**src/rtl/cw305_usb_bus_master_pkg.sv**
```systemverilog
// Shared types and helpers for the CW305 USB bus master.
//   state_t : bus-cycle FSM encoding
//   max3()  : largest of three phase lengths, sizes the shared phase timer
package cw305_usb_bus_master_pkg;

  typedef enum logic [2:0] {
    ST_IDLE   = 3'd0,
    ST_WAITD  = 3'd1,
    ST_SETUP  = 3'd2,
    ST_STROBE = 3'd3,
    ST_HOLD   = 3'd4
  } state_t;

  function automatic int max3(input int a, input int b, input int c);
    int m;
    m = (a > b) ? a : b;
    return (m > c) ? m : c;
  endfunction

endpackage

```
**src/rtl/cw305_usb_bus_master_timer.sv**
```systemverilog
// Loadable down-counter used for the SETUP/STROBE/HOLD phase lengths.
// Ports:
//   usb_clk, reset_i : clock, synchronous active-high reset
//   load, load_val   : restart the count at load_val (phase length minus 1)
//   done             : count has reached zero (last cycle of the phase)
module cw305_usb_bus_master_timer #(
  parameter int W = 2
) (
  input  logic         usb_clk,
  input  logic         reset_i,
  input  logic         load,
  input  logic [W-1:0] load_val,
  output logic         done
);

  logic [W-1:0] count;

  always_ff @(posedge usb_clk) begin
    if (reset_i)
      count <= '0;
    else if (load)
      count <= load_val;
    else if (count != '0)
      count <= count - 1'b1;
  end

  assign done = (count == '0);

endmodule

```
**src/rtl/cw305_usb_bus_master.sv**
```systemverilog
// Initiator for the CW305 8-bit parallel USB register bus. Turns accepted
// commands into SETUP/STROBE/HOLD bus cycles; writes pull one byte per beat
// from the wr_* stream, reads return one byte per beat on rd_*.
// Ports:
//   usb_clk, reset_i          : clock, synchronous active-high reset
//   cmd_*                     : command handshake (write flag, start address, beats-1)
//   wr_valid/wr_ready/wr_data : write byte stream, wr_ready pulses on consumption
//   rd_valid/rd_data          : read byte stream, rd_valid pulses per byte
//   trig_req/usb_trigger      : trigger passthrough, one cycle latency
//   busy                      : command in progress
//   usb_*                     : bus pins (active-low rdn/wrn/cen, doe = dout drive enable)
// Build option: CW305_BUS_MASTER_BURST_EN enables multi-beat bursts with
// address auto-increment; without it every command is a single beat.
//
// state  | meaning
// IDLE   | cen high, ready for a command
// WAITD  | write beat waiting for a data byte, strobes high
// SETUP  | address/data valid, strobes high
// STROBE | rdn or wrn low
// HOLD   | strobe released, address/data still held
module cw305_usb_bus_master
  import cw305_usb_bus_master_pkg::*;
#(
  parameter int pADDR_WIDTH   = 21,
  parameter int pBYTECNT_SIZE = 7,
  parameter int pSETUP_CYC    = 2,
  parameter int pSTROBE_CYC   = 3,
  parameter int pHOLD_CYC     = 1
) (
  input  logic                     usb_clk,
  input  logic                     reset_i,
  input  logic                     cmd_valid,
  output logic                     cmd_ready,
  input  logic                     cmd_write,
  input  logic [pADDR_WIDTH-1:0]   cmd_addr,
  input  logic [pBYTECNT_SIZE-1:0] cmd_len,
  input  logic                     wr_valid,
  output logic                     wr_ready,
  input  logic [7:0]               wr_data,
  output logic                     rd_valid,
  output logic [7:0]               rd_data,
  input  logic                     trig_req,
  output logic                     busy,
  output logic [pADDR_WIDTH-1:0]   usb_addr,
  output logic [7:0]               usb_dout,
  output logic                     usb_doe,
  input  logic [7:0]               usb_din,
  output logic                     usb_rdn,
  output logic                     usb_wrn,
  output logic                     usb_cen,
  output logic                     usb_trigger
);

  localparam int TW = $clog2(max3(pSETUP_CYC, pSTROBE_CYC, pHOLD_CYC) + 1);

  state_t          state, state_n;
  logic            is_wr, is_wr_n;
  logic            accept;
  logic            last_beat;
  logic            adv_beat;
  logic            rd_capture;
  logic            wr_take;
  logic            tmr_load;
  logic [TW-1:0]   tmr_load_val;
  logic            tmr_done;

  assign accept = (state == ST_IDLE) && cmd_valid && cmd_ready;

  cw305_usb_bus_master_timer #(.W(TW)) u_timer (
    .usb_clk  (usb_clk),
    .reset_i  (reset_i),
    .load     (tmr_load),
    .load_val (tmr_load_val),
    .done     (tmr_done)
  );

`ifdef CW305_BUS_MASTER_BURST_EN
  logic [pBYTECNT_SIZE-1:0] beats_left;

  always_ff @(posedge usb_clk) begin
    if (reset_i)
      beats_left <= '0;
    else if (accept)
      beats_left <= cmd_len;
    else if (adv_beat)
      beats_left <= beats_left - 1'b1;
  end

  assign last_beat = (beats_left == '0);
`else
  logic unused_cmd_len;
  assign unused_cmd_len = ^cmd_len;
  assign last_beat      = 1'b1;
`endif

  always_comb begin
    state_n      = state;
    is_wr_n      = is_wr;
    adv_beat     = 1'b0;
    rd_capture   = 1'b0;
    wr_take      = 1'b0;
    tmr_load_val = '0;
    case (state)
      ST_IDLE: begin
        if (accept) begin
          is_wr_n = cmd_write;
          state_n = cmd_write ? ST_WAITD : ST_SETUP;
        end
      end
      ST_WAITD: begin
        if (wr_valid) begin
          wr_take = 1'b1;
          state_n = ST_SETUP;
        end
      end
      ST_SETUP: begin
        if (tmr_done) state_n = ST_STROBE;
      end
      ST_STROBE: begin
        if (tmr_done) begin
          rd_capture = !is_wr;
          state_n    = ST_HOLD;
        end
      end
      ST_HOLD: begin
        if (tmr_done) begin
          if (last_beat) begin
            state_n = ST_IDLE;
          end else begin
            adv_beat = 1'b1;
            state_n  = is_wr ? ST_WAITD : ST_SETUP;
          end
        end
      end
      default: state_n = ST_IDLE;
    endcase
    // Every transition is a phase change, so the timer reloads on any state change.
    case (state_n)
      ST_SETUP:  tmr_load_val = TW'(pSETUP_CYC - 1);
      ST_STROBE: tmr_load_val = TW'(pSTROBE_CYC - 1);
      ST_HOLD:   tmr_load_val = TW'(pHOLD_CYC - 1);
      default:   tmr_load_val = '0;
    endcase
  end

  assign tmr_load = (state_n != state);

  // Bus pins are registered from the next state so each pin changes exactly
  // on the edge that enters or leaves its phase.
  always_ff @(posedge usb_clk) begin
    if (reset_i) begin
      state       <= ST_IDLE;
      is_wr       <= 1'b0;
      cmd_ready   <= 1'b1;
      busy        <= 1'b0;
      usb_cen     <= 1'b1;
      usb_rdn     <= 1'b1;
      usb_wrn     <= 1'b1;
      usb_doe     <= 1'b0;
      usb_addr    <= '0;
      usb_dout    <= '0;
      wr_ready    <= 1'b0;
      rd_valid    <= 1'b0;
      rd_data     <= '0;
      usb_trigger <= 1'b0;
    end else begin
      state       <= state_n;
      is_wr       <= is_wr_n;
      cmd_ready   <= (state_n == ST_IDLE);
      busy        <= (state_n != ST_IDLE);
      usb_cen     <= (state_n == ST_IDLE);
      usb_rdn     <= !((state_n == ST_STROBE) && !is_wr_n);
      usb_wrn     <= !((state_n == ST_STROBE) && is_wr_n);
      usb_doe     <= is_wr_n && (state_n inside {ST_SETUP, ST_STROBE, ST_HOLD});
      wr_ready    <= wr_take;
      rd_valid    <= rd_capture;
      usb_trigger <= trig_req;
      if (wr_take)    usb_dout <= wr_data;
      if (rd_capture) rd_data  <= usb_din;
      if (accept)
        usb_addr <= cmd_addr;
      else if (adv_beat)
        usb_addr <= usb_addr + 1'b1;
    end
  end

endmodule

```
**config.mk**
```make
export PLATFORM = sky130hd
export DESIGN_NAME = cw305_usb_bus_master
export DESIGN_NICKNAME = d
export VERILOG_FILES = /design/src/rtl/cw305_usb_bus_master_pkg.sv /design/src/rtl/cw305_usb_bus_master_timer.sv /design/src/rtl/cw305_usb_bus_master.sv
export SDC_FILE = /design/constraint.sdc
export NUM_CORES = 1
export LEC_CHECK = 0
export CAP_MARGIN = 20
export CORE_ASPECT_RATIO = 1.75
export CORE_MARGIN = 4
export CORE_UTILIZATION = 27
export DETAILED_ROUTE_END_ITERATION = 10
export HOLD_SLACK_MARGIN = 0.1
export PLACE_DENSITY = 0.62
export SYNTH_ARGS = -nofsm -noshare
export SYNTH_HDL_FRONTEND = slang
export SYNTH_SLANG_ARGS = --single-unit
export TNS_END_PERCENT = 5
```
**constraint.sdc**
```tcl
create_clock -name usb_clk -period 1.71 [get_ports usb_clk]
set_input_delay 0.2565 -clock usb_clk [delete_from_list [all_inputs] [get_ports usb_clk]]
set_output_delay 0.2565 -clock usb_clk [all_outputs]
set_load 0.01 [all_outputs]
```
==> flow_summary.json, run 1 <==
{
  "switchingPower_uw": 1078,
  "p_leak_uw": 0.001128,
  "grt_pass1_wl_mm": 8.321,
  "clock_path_buffers": 2,
  "fmax_mhz": 656.4,
  "setup_violations": 0,
  "grt_usage_pct": 12.45,
  "initial_core_util_pct": 27.75,
  "grt_pass1_vias": 1750,
  "period_needed_ns": 1.523,
  "cpPeakStageDelay_ns": 0.42,
  "drt_iter0_drc": 75,
  "grt_overflow_total": 0,
  "worstMarginPinSlew_ns": 0.2901,
  "maxSlewHeadroom_pct": 80.63,
  "critPathMaxFanout": 9,
  "drive_gt1_share_pct": 8.228,
  "max_cap_violations": 0,
  "cp_slowest_cell": "or3b_1",
  "sequentialPowerShare_pct": 38.7,
  "first_pass_iters": 4,
  "yosys_most_used_dff": "dfxtp_1",
  "final_cell_mix": "clkdlybuf4s50_1, nand2_1, dfxtp_1, a21oi_1, nor2_1",
  "port_buffers": 88,
  "maxSlewViolCount": 0,
  "wl_mm": 5.250,
  "multiInputGateArea_sq_um": 815.8,
  "whs_ns": 0.3233,
  "syn2layout_area_growth_pct": 62.86,
  "grt_setup_unrepaired": "false",
  "yosysWarnings": 0,
  "grt_max_degree": 24,
  "die_x_um": 71.70,
  "p_per_area_nw_per_um2": 1207,
  "final_util_pct": 45.20,
  "hpwl_mm": 3.949,
  "startpoint_type": "register",
  "tns_ns": 0,
  "vdd_drop_max_mv": 0.6201,
  "outcome": "finished, final reports clean",
  "ys_seq_area_share_pct": 53.26,
  "min_path_type": "input port to register",
  "crit_type": "register to register",
  "timing.final.crit_share_pct": 89.09,
  "num-nets-final": 367,
  "num_io_pins": 96,
  "numCtsBuffers": 5,
  "p_int_uw": 2690,
  "netlist_instances": 221,
  "swShare_pct": 28.62,
  "power_frac_comb_pct": 32.4,
  "required_ns": 1.89,
  "avgSynthCellArea_sq_um": 8.673,
  "antenna_found_initial": 0,
  "clk_latency_ns": 0.29,
  "clock_sinks": 51,
  "placementRows": 40,
  "place_congestion": 0.7619,
  "worstPathArrival_ns": 1.71,
  "drt-wirelength-per-cell_um": 13.13,
  "seq_area_sq_um": 1021,
  "cts_tree": "built",
  "core_sq_um": 6907,
  "diodes": 0,
  "synth_fp_nets": 272,
  "ys_ff_latch": 51,
  "die_h_um": 119.5,
  "synth-edff-count": 0,
  "skew_ns": 0.004140,
  "path_cells": "or3b_1 > or2_1 > o21a_1 > a31o_1",
  "htreeDepth": 2,
  "drcViolationCount": 0,
  "syn-cell-area_sq_um": 1917,
  "die_area_sq_um": 8565,
  "async_flop_share_pct": 0,
  "drt-vias-per-instance": 4.538,
  "dr_total_vias": 1815,
  "root_buffer": "clkbuf_16",
  "cts_hold_buf": 0,
  "synth_cell_types": 35,
  "finalHoldViolations": 0,
  "final_common_cell": "clkdlybuf4s50_1",
  "p_clk_share_pct": 28.9,
  "worstSetupEndpointType": "register",
  "ant_nets": 0,
  "nFillCells": 701,
  "clkSlewWorstSetupHoldPaths_ns": 0.06
}
## path summary, 6_finish.rpt
| path | startpoint | end | slack (ns) | depth (start not counted) |
|---|---|---|---|---|
| worst max-delay path | state[1] | usb_cen | 0.19 | 4 |
| worst min-delay path | reset_i | state[1] | 0.32 | 2 |
| worst max register to register | state[1] | usb_cen | 0.19 | 4 |
| worst min register to register | usb_addr[16] | usb_addr[16] | 0.45 | 2 |
## state kept, by name, indices dropped and copies added (netlist names)
signal and cells:
state 3, rd_valid 1, usb_cen 1, usb_dout 8, usb_addr 21, usb_doe 1
busy 1, usb_rdn 1, rd_data 8, usb_wrn 1, wr_ready 1, u_timer.count 2
usb_trigger 1, is_wr 1
## Yosys cell counts, drive strengths merged, types with 2 or more instances
master,instances,area share [%]
clkbuf,5,0.98
nand2,62,12
nor2,15,3.3
inv,2,0.39
xnor2,2,0.91
o31ai,2,0.78
a21oi,35,9.3
dfxtp,51,53
buf,10,3.1
nor3,3,0.78
o22ai,2,0.65
o21a,3,1.2
a31oi,2,0.65
nand2b,3,0.98
mux2i,8,4.2
## final cells by class
cell class	count	share of cell area (%)
clock buffers	6	4.128
repair buffers	103	32.46
well taps	84	3.367
flip-flops and latches	51	32.71
multi-input cells	153	26.13
inverters	2	0.2405
clock inverters	1	0.9619
## logic make-up after synthesis
group,share of synthesized area [%]
simple gates,22.19
flops,53.26
compound gates,14.36
buf+inv,4.439
mux,4.178
xor+xnor,0.9140
fa+ha+maj,0.6526
## layer usage
layer | track usage (%) | vias to the layer above | share of wire, %
met4 | 6.824 | 0 | 3.7
met2 | 22.64 | 50 | 55
li1 | - | 919 | -
met3 | 3.041 | 12 | 4.5
met1 | 12.51 | 834 | 36
met5 | 0 | - | 0
## what timing repair did
action / in CTS / in global routing
setup buffers: 0 / 1
setup endpoints to repair: 0 / 8
hold endpoints to repair: 0 / 0
resized for setup: 0 / 0
## power groups by stage
stage / combinational [uW] / clock [uW] / sequential (uW)
final: 1220 / 1090 / 1460
after CTS: 1230 / 1130 / 1460
after global placement: 1210 / 0 / 1480
after global routing: 1350 / 1170 / 1480
after floorplan: 591 / 0 / 1530
after detailed placement: 1230 / 0 / 1490
## metrics by stage
| stage | instances | total power [uW] | setup slack [ns] | cell area, sq um |
|---|---|---|---|---|
| global placement | 392 | 2696 | -0.04675 | 2943 |
| global route | 400 | 3997 | 0.05025 | 3122 |
| CTS | 399 | 3826 | 0.1292 | 3102 |
| finish | 400 | 3768 | 0.1865 | 3122 |
| floorplan | 221 | 2118 | 0.2446 | 1917 |
| detailed placement | 392 | 2716 | -0.07444 | 2943 |
## worst max-delay path, delay by kind of cell, from the launching register on
kind,cells,cell delay (ns)
AND/OR/NAND/NOR,2,0.66
AO/OA/AOI/OAI,2,0.36
flip-flops,1,0.39
(Power assumes the default switching activity.)
==> run 2: changes to the inputs <==
- SKIP_CTS_REPAIR_TIMING: not set -> 1
==> results of run 2 <==
Same layout as run 1: the final DEF is identical, and so are final timing and power.
